[src/rtl/psx_ddr_arb_pkg.sv]
// Shared types and widths for the PSX DDR arbiter (display fetch vs GPU draw).
package psx_ddr_arb_pkg;

  localparam int ADR_W    = 15;
  localparam int SUBADR_W = 3;
  localparam int MASK_W   = 16;
  localparam int DATA_W   = 256;
  localparam int SIZE_W   = 2;

  typedef enum logic {
    ST_IDLE  = 1'b0,
    ST_ISSUE = 1'b1
  } arb_state_t;

  typedef logic req_id_t;

  localparam req_id_t REQ_DISPLAY = 1'b0;
  localparam req_id_t REQ_GPU     = 1'b1;

  typedef struct packed {
    logic                write;
    logic [SIZE_W-1:0]   size;
    logic [ADR_W-1:0]    adr;
    logic [SUBADR_W-1:0] subadr;
    logic [MASK_W-1:0]   mask;
    logic [DATA_W-1:0]   data;
  } mem_req_t;

endpackage

[src/rtl/psx_ddr_arb_owner_fifo.sv]
// Read-owner FIFO: remembers which requester issued each outstanding read so
// returned data can be steered back in order.
module psx_ddr_arb_owner_fifo
  import psx_ddr_arb_pkg::*;
#(
  parameter int DEPTH = 4
) (
  input  logic    clk,
  input  logic    rst,
  input  logic    push,
  input  req_id_t push_id,
  input  logic    pop,
  output req_id_t head_id,
  output logic    full,
  output logic    empty
);

  localparam int AW = (DEPTH > 1) ? $clog2(DEPTH) : 1;

  logic [DEPTH-1:0] ids;
  logic [AW-1:0]    wr_ptr;
  logic [AW-1:0]    rd_ptr;
  logic [AW:0]      count;
  logic             do_push;
  logic             do_pop;

  assign full    = (count == (AW+1)'(DEPTH));
  assign empty   = (count == '0);
  assign head_id = ids[rd_ptr];
  assign do_pop  = pop & ~empty;
  // a pop in the same cycle frees the slot the push needs
  assign do_push = push & (~full | do_pop);

  always_ff @(posedge clk) begin
    if (rst) begin
      ids    <= '0;
      wr_ptr <= '0;
      rd_ptr <= '0;
      count  <= '0;
    end else begin
      if (do_push) begin
        ids[wr_ptr] <= push_id;
        wr_ptr      <= wr_ptr + AW'(1);
      end
      if (do_pop) begin
        rd_ptr <= rd_ptr + AW'(1);
      end
      case ({do_push, do_pop})
        2'b10:   count <= count + (AW+1)'(1);
        2'b01:   count <= count - (AW+1)'(1);
        default: count <= count;
      endcase
    end
  end

endmodule

[src/rtl/psx_ddr_arbiter.sv]
// Two-requester DDR client arbiter: display fetch (r0) has priority over GPU draw (r1).
// Build option PSX_DDR_ARB_STARVE_EN adds a starvation counter that forces a grant to r1.
module psx_ddr_arbiter
  import psx_ddr_arb_pkg::*;
#(
  parameter int OWNER_DEPTH  = 4,
  parameter int STARVE_LIMIT = 8
) (
  input  logic                clk,
  input  logic                i_rst,

  input  logic                i_r0_command,
  input  logic                i_r0_write,
  input  logic [SIZE_W-1:0]   i_r0_commandSize,
  input  logic [ADR_W-1:0]    i_r0_adr,
  input  logic [SUBADR_W-1:0] i_r0_subadr,
  input  logic [MASK_W-1:0]   i_r0_writeMask,
  input  logic [DATA_W-1:0]   i_r0_dataOut,
  output logic                o_r0_busy,
  output logic                o_r0_dataInValid,

  input  logic                i_r1_command,
  input  logic                i_r1_write,
  input  logic [SIZE_W-1:0]   i_r1_commandSize,
  input  logic [ADR_W-1:0]    i_r1_adr,
  input  logic [SUBADR_W-1:0] i_r1_subadr,
  input  logic [MASK_W-1:0]   i_r1_writeMask,
  input  logic [DATA_W-1:0]   i_r1_dataOut,
  output logic                o_r1_busy,
  output logic                o_r1_dataInValid,

  output logic [DATA_W-1:0]   o_dataIn,

  output logic                o_command,
  output logic                o_write,
  output logic [SIZE_W-1:0]   o_commandSize,
  output logic [ADR_W-1:0]    o_adr,
  output logic [SUBADR_W-1:0] o_subadr,
  output logic [MASK_W-1:0]   o_writeMask,
  output logic [DATA_W-1:0]   o_dataOut,
  input  logic                i_busy,
  input  logic                i_dataInValid,
  input  logic [DATA_W-1:0]   i_dataIn,

  output logic                o_error
);

  if (OWNER_DEPTH < 2 || (OWNER_DEPTH & (OWNER_DEPTH - 1)) != 0 || STARVE_LIMIT < 1) begin : g_bad_param
    $error("psx_ddr_arbiter: OWNER_DEPTH must be a power of 2 >= 2 and STARVE_LIMIT >= 1");
  end

  arb_state_t state;
  mem_req_t   r0_req;
  mem_req_t   r1_req;
  mem_req_t   win_req;
  mem_req_t   cmd_q;
  req_id_t    owner_q;
  req_id_t    grant_id;
  req_id_t    head_id;
  logic       r0_elig;
  logic       r1_elig;
  logic       starve_force;
  logic       grant;
  logic       accept;
  logic       fifo_full;
  logic       fifo_empty;
  logic       fifo_push;
  logic       fifo_pop;
  logic       error_q;

  always_comb begin
    r0_req        = '0;
    r0_req.write  = i_r0_write;
    r0_req.size   = i_r0_commandSize;
    r0_req.adr    = i_r0_adr;
    r0_req.subadr = i_r0_subadr;
    r0_req.mask   = i_r0_writeMask;
    r0_req.data   = i_r0_dataOut;
    r1_req        = '0;
    r1_req.write  = i_r1_write;
    r1_req.size   = i_r1_commandSize;
    r1_req.adr    = i_r1_adr;
    r1_req.subadr = i_r1_subadr;
    r1_req.mask   = i_r1_writeMask;
    r1_req.data   = i_r1_dataOut;
  end

  // reads need a free owner slot; writes never return data
  assign r0_elig = i_r0_command & (i_r0_write | ~fifo_full);
  assign r1_elig = i_r1_command & (i_r1_write | ~fifo_full);

`ifdef PSX_DDR_ARB_STARVE_EN
  localparam int STARVE_W = $clog2(STARVE_LIMIT + 1);

  logic [STARVE_W-1:0] starve_cnt;

  assign starve_force = r1_elig & (starve_cnt >= STARVE_W'(STARVE_LIMIT));

  always_ff @(posedge clk) begin
    if (i_rst) begin
      starve_cnt <= '0;
    end else if (grant) begin
      if (grant_id == REQ_GPU) begin
        starve_cnt <= '0;
      end else if (r1_elig && starve_cnt < STARVE_W'(STARVE_LIMIT)) begin
        starve_cnt <= starve_cnt + STARVE_W'(1);
      end
    end
  end
`else
  assign starve_force = 1'b0;
`endif

  assign grant    = ~i_rst & (state == ST_IDLE) & (r0_elig | r1_elig);
  assign grant_id = (starve_force | ~r0_elig) ? REQ_GPU : REQ_DISPLAY;
  assign win_req  = (grant_id == REQ_GPU) ? r1_req : r0_req;
  assign accept   = (state == ST_ISSUE) & ~i_busy;

  assign o_r0_busy = ~(grant & (grant_id == REQ_DISPLAY));
  assign o_r1_busy = ~(grant & (grant_id == REQ_GPU));

  always_ff @(posedge clk) begin
    if (i_rst) begin
      state   <= ST_IDLE;
      cmd_q   <= '0;
      owner_q <= REQ_DISPLAY;
    end else begin
      case (state)
        ST_IDLE: begin
          if (grant) begin
            cmd_q   <= win_req;
            owner_q <= grant_id;
            state   <= ST_ISSUE;
          end
        end
        ST_ISSUE: begin
          if (accept) begin
            state <= ST_IDLE;
          end
        end
        default: state <= ST_IDLE;
      endcase
    end
  end

  assign o_command     = (state == ST_ISSUE);
  assign o_write       = cmd_q.write;
  assign o_commandSize = cmd_q.size;
  assign o_adr         = cmd_q.adr;
  assign o_subadr      = cmd_q.subadr;
  assign o_writeMask   = cmd_q.mask;
  assign o_dataOut     = cmd_q.data;

  assign fifo_push = accept & ~cmd_q.write;
  assign fifo_pop  = i_dataInValid;

  psx_ddr_arb_owner_fifo #(
    .DEPTH (OWNER_DEPTH)
  ) u_owner_fifo (
    .clk     (clk),
    .rst     (i_rst),
    .push    (fifo_push),
    .push_id (owner_q),
    .pop     (fifo_pop),
    .head_id (head_id),
    .full    (fifo_full),
    .empty   (fifo_empty)
  );

  assign o_dataIn         = i_dataIn;
  assign o_r0_dataInValid = ~i_rst & i_dataInValid & ~fifo_empty & (head_id == REQ_DISPLAY);
  assign o_r1_dataInValid = ~i_rst & i_dataInValid & ~fifo_empty & (head_id == REQ_GPU);

  // data with nobody waiting for it means the client and arbiter lost sync
  always_ff @(posedge clk) begin
    if (i_rst) begin
      error_q <= 1'b0;
    end else if (i_dataInValid && fifo_empty) begin
      error_q <= 1'b1;
    end
  end

  assign o_error = error_q;

endmodule

[config.mk]
export PLATFORM = sky130hd
export DESIGN_NAME = psx_ddr_arbiter
export DESIGN_NICKNAME = d
export VERILOG_FILES = /design/src/rtl/psx_ddr_arb_pkg.sv /design/src/rtl/psx_ddr_arb_owner_fifo.sv /design/src/rtl/psx_ddr_arbiter.sv
export SDC_FILE = /design/constraint.sdc
export NUM_CORES = 1
export LEC_CHECK = 0
export ABC_AREA = 1
export BUFFER_PORTS_ARGS = -buffer_cell sky130_fd_sc_hd__buf_2
export CORE_AREA = 4 4 541 543
export DETAILED_ROUTE_END_ITERATION = 10
export DIE_AREA = 0 0 545 547
export HOLD_SLACK_MARGIN = 0.08
export PLACE_DENSITY = 0.3
export SETUP_SLACK_MARGIN = 0.2
export SYNTH_ARGS = -nofsm -noshare
export SYNTH_HDL_FRONTEND = slang
export SYNTH_SLANG_ARGS = --single-unit
[constraint.sdc]
create_clock -name clk -period 2.2 [get_ports clk]
set_input_delay 0.11 -clock clk [delete_from_list [all_inputs] [get_ports clk]]
set_output_delay 0.11 -clock clk [all_outputs]
set_load 0.01 [all_outputs]
## Yosys cells after proc, flatten, opt, wreduce, memory -nomap -nowiden

Cells that the tools add are included.

- Logic and storage cells: 66
- Input bits: 848
- Output and inout port bits: 555
- Register bits after elaboration: 307

- Equal/unequal tests: 3
- Bitwise operators: 27
- Reduce and logical (&&, ||, !) cells: 5
- Add/subtract/negate cells: 4
- Muxes and demuxes: 11
- $lt $le $gt $ge: 3

Operator list:

| cell | number |
|---|---|
| 293-bit 2-to-1 mux | 1 |
| 1-bit AND | 14 |
| 1-bit inverter | 9 |
| 2-bit by 3-bit < comparator with 1-bit output (second input constant) | 2 |
| 3-bit one-hot mux with 2 select lines | 1 |
| 1-bit 2-to-1 mux | 5 |
| 2-bit by 1-bit adder with 2-bit output (second input constant) | 2 |
| 4-bit bitwise mux | 1 |
| 1-bit bitwise OR | 4 |
| 3-bit by 1-bit adder with 3-bit output (second input constant) | 1 |
| 3-bit == test (second input constant) | 1 |
| 3-bit zero test | 1 |
| 3-bit by 1-bit subtractor with 3-bit output (second input constant) | 1 |
| 1-bit binary-select mux with 2-bit select | 1 |
| 1-bit demux with 2-bit select | 1 |
| 2-bit by 1-bit == test with 1-bit output (second input constant) | 1 |
| 2-bit == test (second input constant) | 1 |
| 2-bit by 1-bit greater-or-equal comparator with 1-bit output (second input constant) | 1 |
| 1-bit logical AND | 2 |
| 1-bit one-hot mux with 2 select lines | 1 |
| 2-bit AND reduction | 1 |
| 2-bit nonzero test | 1 |

## Longest topological paths before layout

Gate-level depths: netlist of the first run.

- Word-level depth: 8
- Gate-level depth with buffers: 12
- Depth with buffers taken out: 12

## Modules after synthesis

From an unflattened synthesis of the first run, not the netlist that was laid out.

- Cell total of the unflattened synthesis: 3246
- Area total of the unflattened synthesis: 19212.2 µm²

Modules (own cells, without submodules):

| module | instances | area an instance (µm²) | sequential area each (µm²) | cells an instance |
|---|---|---|---|---|
| psx_ddr_arbiter | 1 | 18536.5 | 5925.7 | 3149 |
| psx_ddr_arb_owner_fifo | 1 | 675.6 | 220.2 | 97 |

## Least setup slack after synthesis of the first run

Ideal clock, no wire load.

- Kind: register to register
- Start: register u_owner_fifo.count[2]
- End: register u_owner_fifo.count[2]
- Period minus slack after synthesis: 1.731 ns
- Data required time: 2.087 ns
- Library setup time: 0.113 ns
- Cell stages (with the launch flop): 12
- Setup slack: 0.469 ns
- Data arrival time: 1.618 ns
- Path buffers: 0
- Cells stage by stage: dfxtp_1 > inv_1 > nand2_1 > nand2_1 > inv_1 > ha_1 > inv_1 > fa_1 > a21oi_1 > o21ai_0 > nor2_1 > nor2_1

- Longest elaborated chain between the ends: 7
- Elaborated cells between the ends (all ways): 13
- Those cells by class: 2 x add/sub; 3 x eq/ne; 1 x mux; 5 x bitwise; 2 x reduce/logical

Ends and longest elaborated chain:

| item | line | RTL |
|---|---|---|
| start, declared | psx_ddr_arb_owner_fifo.sv:23 | `logic [AW:0] count;` |
| start signal, assigned | psx_ddr_arb_owner_fifo.sv:49 | `2'b10: count <= count + (AW+1)'(1);` |
| start signal, assigned | psx_ddr_arb_owner_fifo.sv:50 | `2'b01: count <= count - (AW+1)'(1);` |
| start signal, assigned | psx_ddr_arb_owner_fifo.sv:51 | `default: count <= count;` |
| 3-bit zero test (*) | psx_ddr_arb_owner_fifo.sv:28 | `assign empty = (count == '0);` |
| 1-bit inverter (*) | psx_ddr_arb_owner_fifo.sv:30 | `assign do_pop = pop & ~empty;` |
| 1-bit AND (*) | psx_ddr_arb_owner_fifo.sv:30 |  |
| named net u_owner_fifo.do_pop | psx_ddr_arb_owner_fifo.sv:25 | `logic do_pop;` |
| 1-bit bitwise OR | psx_ddr_arb_owner_fifo.sv:32 | `assign do_push = push & (~full \| do_pop);` |
| 1-bit AND | psx_ddr_arb_owner_fifo.sv:32 |  |
| 2-bit by 1-bit == test with 1-bit output / 2-bit == test (equally long branches) | psx_ddr_arb_owner_fifo.sv:48 | `case ({do_push, do_pop})` |
| 3-bit one-hot mux with 2 select lines / 2-bit nonzero test (equally long branches) | - |  |

The timed path passes the listed nets; every way through them passes the cells marked *.
A chain may end at the register's enable or synchronous reset.

## Final worst setup path of the first run

- Start: register u_owner_fifo.count[1]
- End: register cmd_q, in the netlist o_dataOut[76]

- Longest elaborated chain between the ends: 7
- Elaborated cells between the ends (all ways): 10
- Those cells by class: 1 x eq/ne; 1 x mux; 7 x bitwise; 1 x reduce/logical

Ends and longest elaborated chain:

| item | line | RTL |
|---|---|---|
| 3-bit == test (*) | psx_ddr_arb_owner_fifo.sv:27 | `assign full = (count == (AW+1)'(DEPTH));` |
| 1-bit inverter (*) | psx_ddr_arbiter.sv:89, psx_ddr_arbiter.sv:90 |  |
| 1-bit bitwise OR (on tied branches) | psx_ddr_arbiter.sv:89, psx_ddr_arbiter.sv:90 |  |
| 1-bit AND (on tied branches) | psx_ddr_arbiter.sv:89, psx_ddr_arbiter.sv:90 |  |
| 1-bit bitwise OR | psx_ddr_arbiter.sv:114 | `assign grant = ~i_rst & (state == ST_IDLE) & (r0_elig \| r1_elig);` |
| 1-bit AND | psx_ddr_arbiter.sv:114 |  |
| 2-bit AND reduction (no line) | - |  |
| end signal, assigned | psx_ddr_arbiter.sv:131 | `cmd_q <= win_req;` |
| end, declared | psx_ddr_arbiter.sv:56 | `mem_req_t cmd_q;` |

Every way passes the cells marked *; elsewhere a longest branch is shown, timed or not.

==> results of run 1 <==
sequential cells by signal (all words and copies together) (netlist names):
| register | cells |
|---|---|
| owner_q | 1 |
| o_command | 1 |
| o_write | 1 |
| u_owner_fifo.ids | 4 |
| o_adr | 15 |
| u_owner_fifo.rd_ptr | 2 |
| o_error | 1 |
| o_commandSize | 2 |
| o_dataOut | 256 |
| u_owner_fifo.wr_ptr | 2 |
| o_subadr | 3 |
| u_owner_fifo.count | 3 |
| o_writeMask | 16 |
repair_timing:
| action | CTS | global route |
|---|---|---|
| setup endpoints to repair | 4 | 194 |
| pin swaps | 7 | 3 |
| hold buffers | 598 | 0 |
| buffers inserted | 21 | 7 |
| resized for setup | 31 | 29 |
| endpoints found under the hold margin | 305 | 0 |
| gates cloned | 8 | 8 |
critical path: stages, from the launching register on:
cell	delay (ns)
dfxtp_2	0.33
nor2_4	0.15
nand3_4	0.14
buf_4	0.19
buf_12	0.18
buf_6	0.30
nand3_1	0.08
nand2_1	0.11
nor2_1	0.11
nor2_1	0.04
where the power goes:
part / leakage (uW) / switching [uW] / internal (uW)
registers: 0.00255 / 367 / 6150
logic: 0.0139 / 3880 / 2800
clock network: 0.000851 / 3400 / 5400
kinds of logic (layout without fill, tap and decap cells):
| kind of cell | after synthesis | count (layout) | share of synthesized area, % |
|---|---|---|---|
| buffers and inverters | 799 | 2038 | 22.2 |
| and+or+nand+nor | 2111 | 2112 | 45.2 |
| adders and majority gates | 6 | 6 | 0.428 |
| other | 0 | 19 | 0 |
| AOI/OAI and AO/OA | 15 | 15 | 0.402 |
| DFF | 307 | 307 | 31.9 |
cells in the final DEF, fill, tap and decap left out, drive strengths merged:
master	Yosys	routed
nor3b	1	1
ha	5	5
diode	0	19
nor2	599	599
a21oi	8	8
clkinv	0	7
inv	317	318
and3	1	1
nand3	598	598
fa	1	1
bufinv	0	7
o21ai	6	6
bufbuf	0	5
nand2	912	913
dlygate4sd3	0	598
clkbuf	57	81
dfxtp	307	307
buf	425	1022
o21a	1	1
stage by stage:
step                setup WS [ns]  instance area, um2  power, uW
global route                0.149               35300      23500
detailed placement          0.241               26600      12100
global placement            0.134               26600      12100
floorplan                   0.469               19300       9580
CTS                         0.180               34900      22700
finish                      0.252               35400      22000
final timing paths:
path              slack (ns)  cells past startpoint              to
setup / recovery        0.25                      9   o_dataOut[76]
hold / removal          0.16                      5  o_dataOut[183]
setup reg to reg        0.25                      9   o_dataOut[76]
hold reg to reg         0.48                      1         o_error
routing by layer:
layer	vias to the layer above	wire [um]
li1	12100	-
met1	11100	64300
met2	1230	81900
met3	434	22900
met4	6	9090
met5	-	266
area by class of cell:
cell class	instances	area [um2]	share of cell area, %
repair buffers	1632	12500	35.3
clock buffers	74	1480	4.17
multi-input cells	2133	9000	25.5
flip-flops and latches	307	6150	17.4
clock inverters	15	258	0.729
diodes	19	47.5	0.134
well taps	3781	4730	13.4
inverters	317	1200	3.39
==> impl_metrics.csv, run 1 <==
group,metric,value,unit
timing,tightestPinTransition,0.999,ns
floorplanning,pin_count,1403,
route,vias,24800,
floorplanning,die_w,545,um
synth,syn_area,19300,um2
timing,fmax,513,MHz
final_layout,fin_cells,8278,
timing,finalHoldViolations,0,
clock_tree,cts_tree,"done",
synth,synthCells,3238,
worst_setup_path,arrival,2.53,ns
worst_setup_path,critPathMaxFanout,65,
timing,slew_viol_final,0,
synth,yosysMostFrequentCell,"nand2_1",
worst_setup_path,critPathLaunchType,"register",
grt,grt_use_met1,11.4,%
run,maxCapViolations,0,
grt,grt_overflow,0,
route,ant_nets,0,
worst_setup_path,required,2.78,ns
synth,ys_seq_area_share,31.9,%
timing,clock_skew,0.0330,ns
route,drtIter0Drc,1426,
floorplanning,rows,197,
timing,relSlewSlack,33.2,%
clock_tree,h-tree-depth,2,
clock_tree,clockBufferDepth,3,
power_and_ir_drop,power.density,622,nW/um2
placement,gp_congestion,0.804,
worst_hold_path,hp-start,"i_rst",
grt,grtUsageMet2,18.4,%
final_layout,syn_to_final_growth,83.2,%
worst_setup_path,cp-end-kind,"register",
grt,busiest_layer,"met2",
grt,grt_use_total,11.1,%
placement,place.port_buffers,890,
grt,met3_usage,6.07,%
clock_tree,path_clk_slew,0.06,ns
grt,grt_max_degree,87,
worst_hold_path,hold_path_class,"in2reg",
synth,yosysWarnings,0,
synth,synth_enable_flop_cells,0,
timing,min_period,1.95,ns
worst_setup_path,crit_type,"reg2reg",
worst_setup_path,critical_path.startpoint,"u_owner_fifo.count[1]",
route,wl_per_cell,21.5,um
floorplanning,core,288000,um2
route,wirelength,178000,um
synth,ys_seq_elements,307,
timing,finalSetupTns,0,ns
route,drt_pass1_iterations,5,
timing,timing.final.crit_share,88.5,%
floorplanning,initial_core_util,6.71,%
final_layout,fillers,33700,
clock_tree,worstSkewPairLatency,0.69,ns
power_and_ir_drop,irDropWorstVdd,0.000534,V
floorplanning,dieHeight,547,um
floorplanning,dieArea,298000,um2
synth,ys.flop_type,"dfxtp_1",
worst_setup_path,timing.rr.start,"u_owner_fifo.count[1]",
route,routed_via_density,3.00,
run_status,status,"finished, final reports clean",
synth,synth_top_area_share,31.9,%
route,drc,0,
placement,placed_cells,7528,
final_layout,nets,5295,
synth,ys_async_sr_fraction,0,%
timing,finalSetupViolCount,0,
synth,yosys.cell_types.count,22,
grt,grt_pass1_wl,224000,um
synth,yosysTopAreaCell,"dfxtp_1",
clock_tree,clock-sinks,307,
grt,grt_pass1_vias,25000,
timing,timing.hold.ws,0.158,ns
grt,antenna_found_initial,67,
synth,synth_nets,4092,
final_layout,finalCoreUtilization,12.3,%
final_layout,layout-drive-gt1-share,25.4,%
synth,synth_area_leaders,"dfxtp_1, nand2_1, nand3_1, nor2_1, buf_4",
clock_tree,root_buffer,"clkbuf_16",
power_and_ir_drop,leakagePower,0.0173,uW
synth,synth_commonest_cells,"nand2_1, nor2_1, nand3_1",
timing,rsz0062_at_grt,"yes",
synth,syn_area_per_cell,5.96,um2
placement,hpwl,138000,um
clock_tree,cts_buffers,50,
Note: power is estimated with default switching activity, not from simulation.
==> run 2, diff against run 1 <==
--- a/config.mk
+++ b/config.mk
@@ -7,9 +7,9 @@
 export LEC_CHECK = 0
 export ABC_AREA = 1
 export BUFFER_PORTS_ARGS = -buffer_cell sky130_fd_sc_hd__buf_2
-export CORE_AREA = 4 4 541 543
+export CORE_AREA = 2 2 539 541
 export DETAILED_ROUTE_END_ITERATION = 10
-export DIE_AREA = 0 0 545 547
+export DIE_AREA = 0 0 541 543
 export HOLD_SLACK_MARGIN = 0.08
 export PLACE_DENSITY = 0.3
 export SETUP_SLACK_MARGIN = 0.2
==> run 2 against run 1 <==
Effect of this change: via count shrank 1.5%; die area fell by 1.5%; non-clock buffer count shrank 46; critical path depth unchanged; critical path type unchanged; critical endpoint is now o_dataOut[242]; largest cell class unchanged.
==> impl_metrics.csv, run 2 (synthesis results as in run 1) <==
group,metric,value,unit
worst_setup_path,cpMaxStageDelayCell,"dfxtp_2",
clock_tree,clock-sinks,307,
timing,min_period,1.99,ns
route,drc,0,
route,routed_via_density,2.98,
run,maxCapViolations,0,
worst_setup_path,critical-path-top-delay-family,"simple AND/OR/NAND/NOR gates",
power_and_ir_drop,p_switching,7540,uW
clock_tree,clockBufferDepth,3,
power_and_ir_drop,clock_power_share,38.0,%
floorplanning,rows,197,
clock_tree,root_buffer,"clkbuf_16",
worst_setup_path,critPathMaxFanout,52,
floorplanning,initial_core_util,6.71,%
floorplanning,dieArea,294000,um2
route,drt_pass1_iterations,6,
final_layout,finalCoreUtilization,12.0,%
timing,tightestPinTransition,0.586,ns
worst_setup_path,cp-end-kind,"register",
clock_tree,h-tree-depth,2,
final_layout,final_cell_mix,"nand2_1, buf_2, nor2_1, dlygate4sd3_1, nand3_1",
power_and_ir_drop,irDropWorstVdd,0.000558,V
timing,clock_skew,0.0400,ns
clock_tree,worstSkewPairLatency,0.74,ns
clock_tree,cts_tree,"done",
worst_setup_path,crit_chain,"nor2_4 > nand3_4 > buf_4 > buf_12 > buf_6 > nand3_1 > nand2_1 > nor2_2 > nor2_1",
route,drtIter0Drc,1358,
route,wl_per_cell,20.4,um
grt,antenna_found_initial,64,
timing,finalHoldViolations,0,
floorplanning,core,287000,um2
worst_setup_path,arrival,2.60,ns
grt,grt_max_degree,92,
power_and_ir_drop,leakagePower,0.0168,uW
clock_tree,path_clk_slew,0.06,ns
placement,hpwl,132000,um
power_and_ir_drop,pwr-share-seq,31.0,%
worst_setup_path,critPathLaunchType,"register",
run_status,status,"finished, final reports clean",
timing,slew_viol_final,0,
timing,relSlewSlack,61.0,%
timing,fmax,503,MHz
power_and_ir_drop,p_int,13300,uW
final_layout,syn_to_final_growth,79.0,%
worst_setup_path,crit_type,"reg2reg",
grt,grt_pass1_wl,213000,um
final_layout,layout-drive-gt1-share,24.5,%
route,ant_nets,0,
worst_setup_path,crit_buf_inv,3,
clock_tree,cts_buffers,48,
floorplanning,pin_count,1403,
worst_hold_path,hold_path_class,"in2reg",
floorplanning,die_w,541,um
timing,timing.final.crit_share,90.4,%
power_and_ir_drop,p_comb_share,30.9,%
final_layout,largest_reg_flops,256,
final_layout,nets,5246,
placement,place.port_buffers,890,
grt,grt_overflow,0,
timing,rsz0062_at_grt,"yes",
power_and_ir_drop,swShare,36.2,%
route,wirelength,167000,um
final_layout,fillers,33600,
floorplanning,dieHeight,543,um
final_layout,final_common_cell,"nand2_1",
worst_setup_path,cpPeakStageDelay,0.33,ns
grt,grt_pass1_vias,24400,
route,vias,24500,
timing,finalSetupViolCount,0,
placement,gp_congestion,0.824,
power_and_ir_drop,power.density,603,nW/um2
timing,finalSetupTns,0,ns
grt,grt_use_total,10.7,%
worst_setup_path,required,2.81,ns
-- run 2: path summary, 6_finish.rpt --
check | startpoint | endpoint | slack (ns) | cells after the start
min | i_r1_command | o_command | 0.21 | 8
min reg2reg | o_error | o_error | 0.50 | 1
max | u_owner_fifo.count[0] | o_dataOut[242] | 0.21 | 9
max reg2reg | u_owner_fifo.count[0] | o_dataOut[242] | 0.21 | 9
-- run 2: tightest hold or removal path, stage by stage --
cell and delay, ns:
buf_2 0.10, nand2_1 0.05, nand2_1 0.16, nand2_8 0.11, buf_16 0.17, nand2_1 0.07
nand2_1 0.05, inv_1 0.04
-- run 2: final cells by class --
class	instances	area [um2]	area share, %
tap	3781	4730	13.7
antenna	13	32.5	0.0942
inverter	317	1200	3.47
multi-input combinational	2132	8950	25.9
clock buffer	72	1410	4.09
sequential	307	6150	17.8
clock inverter	10	101	0.293
timing repair buffer	1586	12000	34.6
-- run 2: routing by layer --
metal  vias to the layer above  track usage (%)  part of all wire [%]
met5                         -            0.411                 0.096
met4                         8             4.89                   4.9
met3                       398             7.74                    15
met2                      1167             17.0                    44
met1                     11000             10.5                    35
li1                      11900                -                     -
-- run 2: timing repair --
| action | in CTS | in global routing |
|---|---|---|
| hold endpoints to repair | 307 | 0 |
| cloned | 5 | 5 |
| setup endpoints to repair | 43 | 218 |
| pin swaps | 4 | 4 |
| hold buffers | 595 | 0 |
| resized for setup | 15 | 27 |
| buffers inserted | 10 | 5 |
-- run 2: power by group through the flow --
stage                     registers, uW  clock network [uW]  logic, uW
after floorplan                    6800                   0       2780
after global placement             6580                   0       5520
after detailed placement           6590                   0       5520
after CTS                          6480                8540       6610
after global routing               6540                8670       7280
final                              6460                7920       6440
-- run 2: metrics by stage --
step                      instances  setup slack [ns]  cell area (um2)  hold WS (ns)  power [uW]
after detailed placement       7503             0.132            26500         0.220       12100
final                          8218             0.210            34500         0.208       20800
after floorplan                3238             0.469            19300         0.182        9580
after CTS                      8195            0.0766            34200         0.124       21600
after global placement         7503             0.165            26500         0.220       12100
after global routing           8213             0.134            34500         0.163       22500
==> run 3, diff against run 2 <==
--- a/config.mk
+++ b/config.mk
@@ -12,7 +12,7 @@
 export DIE_AREA = 0 0 541 543
 export HOLD_SLACK_MARGIN = 0.08
 export PLACE_DENSITY = 0.3
-export SETUP_SLACK_MARGIN = 0.2
+export SETUP_SLACK_MARGIN = 0.3
 export SYNTH_ARGS = -nofsm -noshare
 export SYNTH_HDL_FRONTEND = slang
 export SYNTH_SLANG_ARGS = --single-unit
==> run 3 against run 2 <==
Effect of this change: worst hold slack improved by 0.012 ns; worst setup slack improved by 0.093 ns; register-to-register slack improved by 0.09 ns; die area did not move; via count rose by 1.1%; wire length rose by 4.1%; core utilization rose by 0.24 points; critical path depth fell by 1; non-clock buffer count rose by 31; clock power barely moved.
==> impl_metrics.csv, run 3 (synthesis results as in run 1) <==
group,metric,value,unit
clock_tree,path_clk_slew,0.06,ns
final_layout,final_cell_mix,"nand2_1, buf_2, nand3_1, dlygate4sd3_1, nor2_1",
clock_tree,root_buffer,"clkbuf_16",
worst_setup_path,critPathMaxFanout,52,
timing,min_period,1.90,ns
worst_setup_path,r2r_cells,8,
timing,clock_skew,0.0422,ns
worst_setup_path,reg2reg_slack,0.30,ns
final_layout,syn_to_final_growth,82.5,%
worst_setup_path,cp-end-kind,"register",
timing,relSlewSlack,59.2,%
power_and_ir_drop,irDropWorstVdd,0.000560,V
grt,grt_overflow,0,
final_layout,largest_reg_flops,256,
timing,finalSetupViolCount,0,
timing,timing.final.crit_share,86.2,%
worst_setup_path,critical_path.startpoint,"u_owner_fifo.count[0]",
floorplanning,pin_count,1403,
route,drt_pass1_iterations,6,
clock_tree,cts_tree,"done",
final_layout,fin_cells,8251,
floorplanning,dieArea,294000,um2
worst_setup_path,required,2.76,ns
route,wirelength,174000,um
run,maxCapViolations,0,
grt,grt_max_degree,92,
floorplanning,rows,197,
worst_hold_path,hold_path_class,"in2out",
route,drc,0,
placement,placed_cells,7503,
power_and_ir_drop,power.density,601,nW/um2
final_layout,nets,5277,
worst_setup_path,critPathLaunchType,"register",
worst_hold_path,hp-start,"i_dataIn[109]",
grt,grt_pass1_wl,213000,um
placement,dp_slack,0.132,ns
clock_tree,cts_buffers,48,
floorplanning,die_w,541,um
floorplanning,initial_core_util,6.71,%
worst_setup_path,crit_type,"reg2reg",
power_and_ir_drop,leakagePower,0.0172,uW
timing,finalHoldViolations,0,
grt,grt_use_total,10.7,%
timing,fmax,527,MHz
route,drtIter0Drc,1463,
route,routed_via_density,3.00,
placement,gp_congestion,0.824,
placement,place.port_buffers,890,
final_layout,layout-drive-gt1-share,25.4,%
floorplanning,core,287000,um2
route,vias,24700,
worst_setup_path,timing.rr.start,"u_owner_fifo.count[0]",
clock_tree,worstSkewPairLatency,0.71,ns
timing,timing.hold.ws,0.220,ns
floorplanning,dieHeight,543,um
timing,tightestPinTransition,0.612,ns
timing,finalSetupTns,0,ns
grt,antenna_found_initial,63,
route,ant_nets,0,
route,wl_per_cell,21.1,um
grt,grt_pass1_vias,24500,
clock_tree,clock-sinks,307,
timing,slew_viol_final,0,
worst_setup_path,crit_end,"o_commandSize[1]",
clock_tree,clockBufferDepth,3,
placement,hpwl,132000,um
clock_tree,h-tree-depth,2,
run_status,status,"finished, final reports clean",
worst_setup_path,arrival,2.46,ns
timing,worst_slack,0.303,ns
worst_setup_path,rr_endpoint,"o_commandSize[1]",
final_layout,final_common_cell,"nand2_1",
timing,rsz0062_at_grt,"yes",
run 3: cell count changes in the layout (fill, tap and decap cells not counted), sizes merged:
cell / change
clkbuf: +13
buf: +22
dlygate4sd3: -4
diode: +2
run 3: worst max-delay path, cell delays in order (launching register included):
cell and delay, ns:
dfxtp_2 0.33, nor2_4 0.15, nand3_4 0.13, buf_4 0.19, buf_12 0.17, nand3_1 0.13, nand2_1 0.08, nor2_1 0.43
nor2_1 0.08
run 3: power breakdown:
part	total (uW)	switching [uW]	internal, uW
Clock	7940	3440	4500
Sequential	6470	321	6140
Combinational	6750	3940	2810
run 3: worst min path at each step:
| stage | end | depth (start not counted) |
|---|---|---|
| 3_3_place_gp | o_dataIn[103] | 0 |
| 2_1_floorplan | u_owner_fifo.count[1] | 1 |
| 6_report | o_dataIn[109] | 0 |
| 5_1_grt | o_dataOut[118] | 6 |
| 4_1_cts | o_dataOut[108] | 6 |
| 3_5_place_dp | o_dataIn[103] | 0 |
run 3: layer usage:
layer,share of wire [%],GRT usage [%]
met3,15,7.72
met4,4.9,4.87
met5,0.088,0.460
met2,45,17.1
met1,35,10.5
run 3: metrics by stage:
step | cell area [um2] | power, uW | util [%]
final | 35200 | 21200 | 12.3
after global routing | 35200 | 22800 | 12.2
after floorplan | 19300 | 9580 | -
after global placement | 26500 | 12100 | 9.21
after detailed placement | 26500 | 12100 | 9.21
after CTS | 34300 | 21700 | 11.9
run 3: cell type report:
type                       count  area, um2
sequential                   307       6150
tap                         3781       4730
clock buffer                  72       1410
timing repair buffer        1617      12600
fill                       33500     252000
clock inverter                10        101
inverter                     317       1200
antenna                       15       37.5
multi-input combinational   2132       9000
run 3: what timing repair did:
action,4_1_cts,5_1_grt
buffers inserted,15,16
resized for setup,37,47
pin swaps,5,8
setup endpoints to repair,184,295
hold buffers,591,0
endpoints found under the hold margin,307,0
cloned,6,23
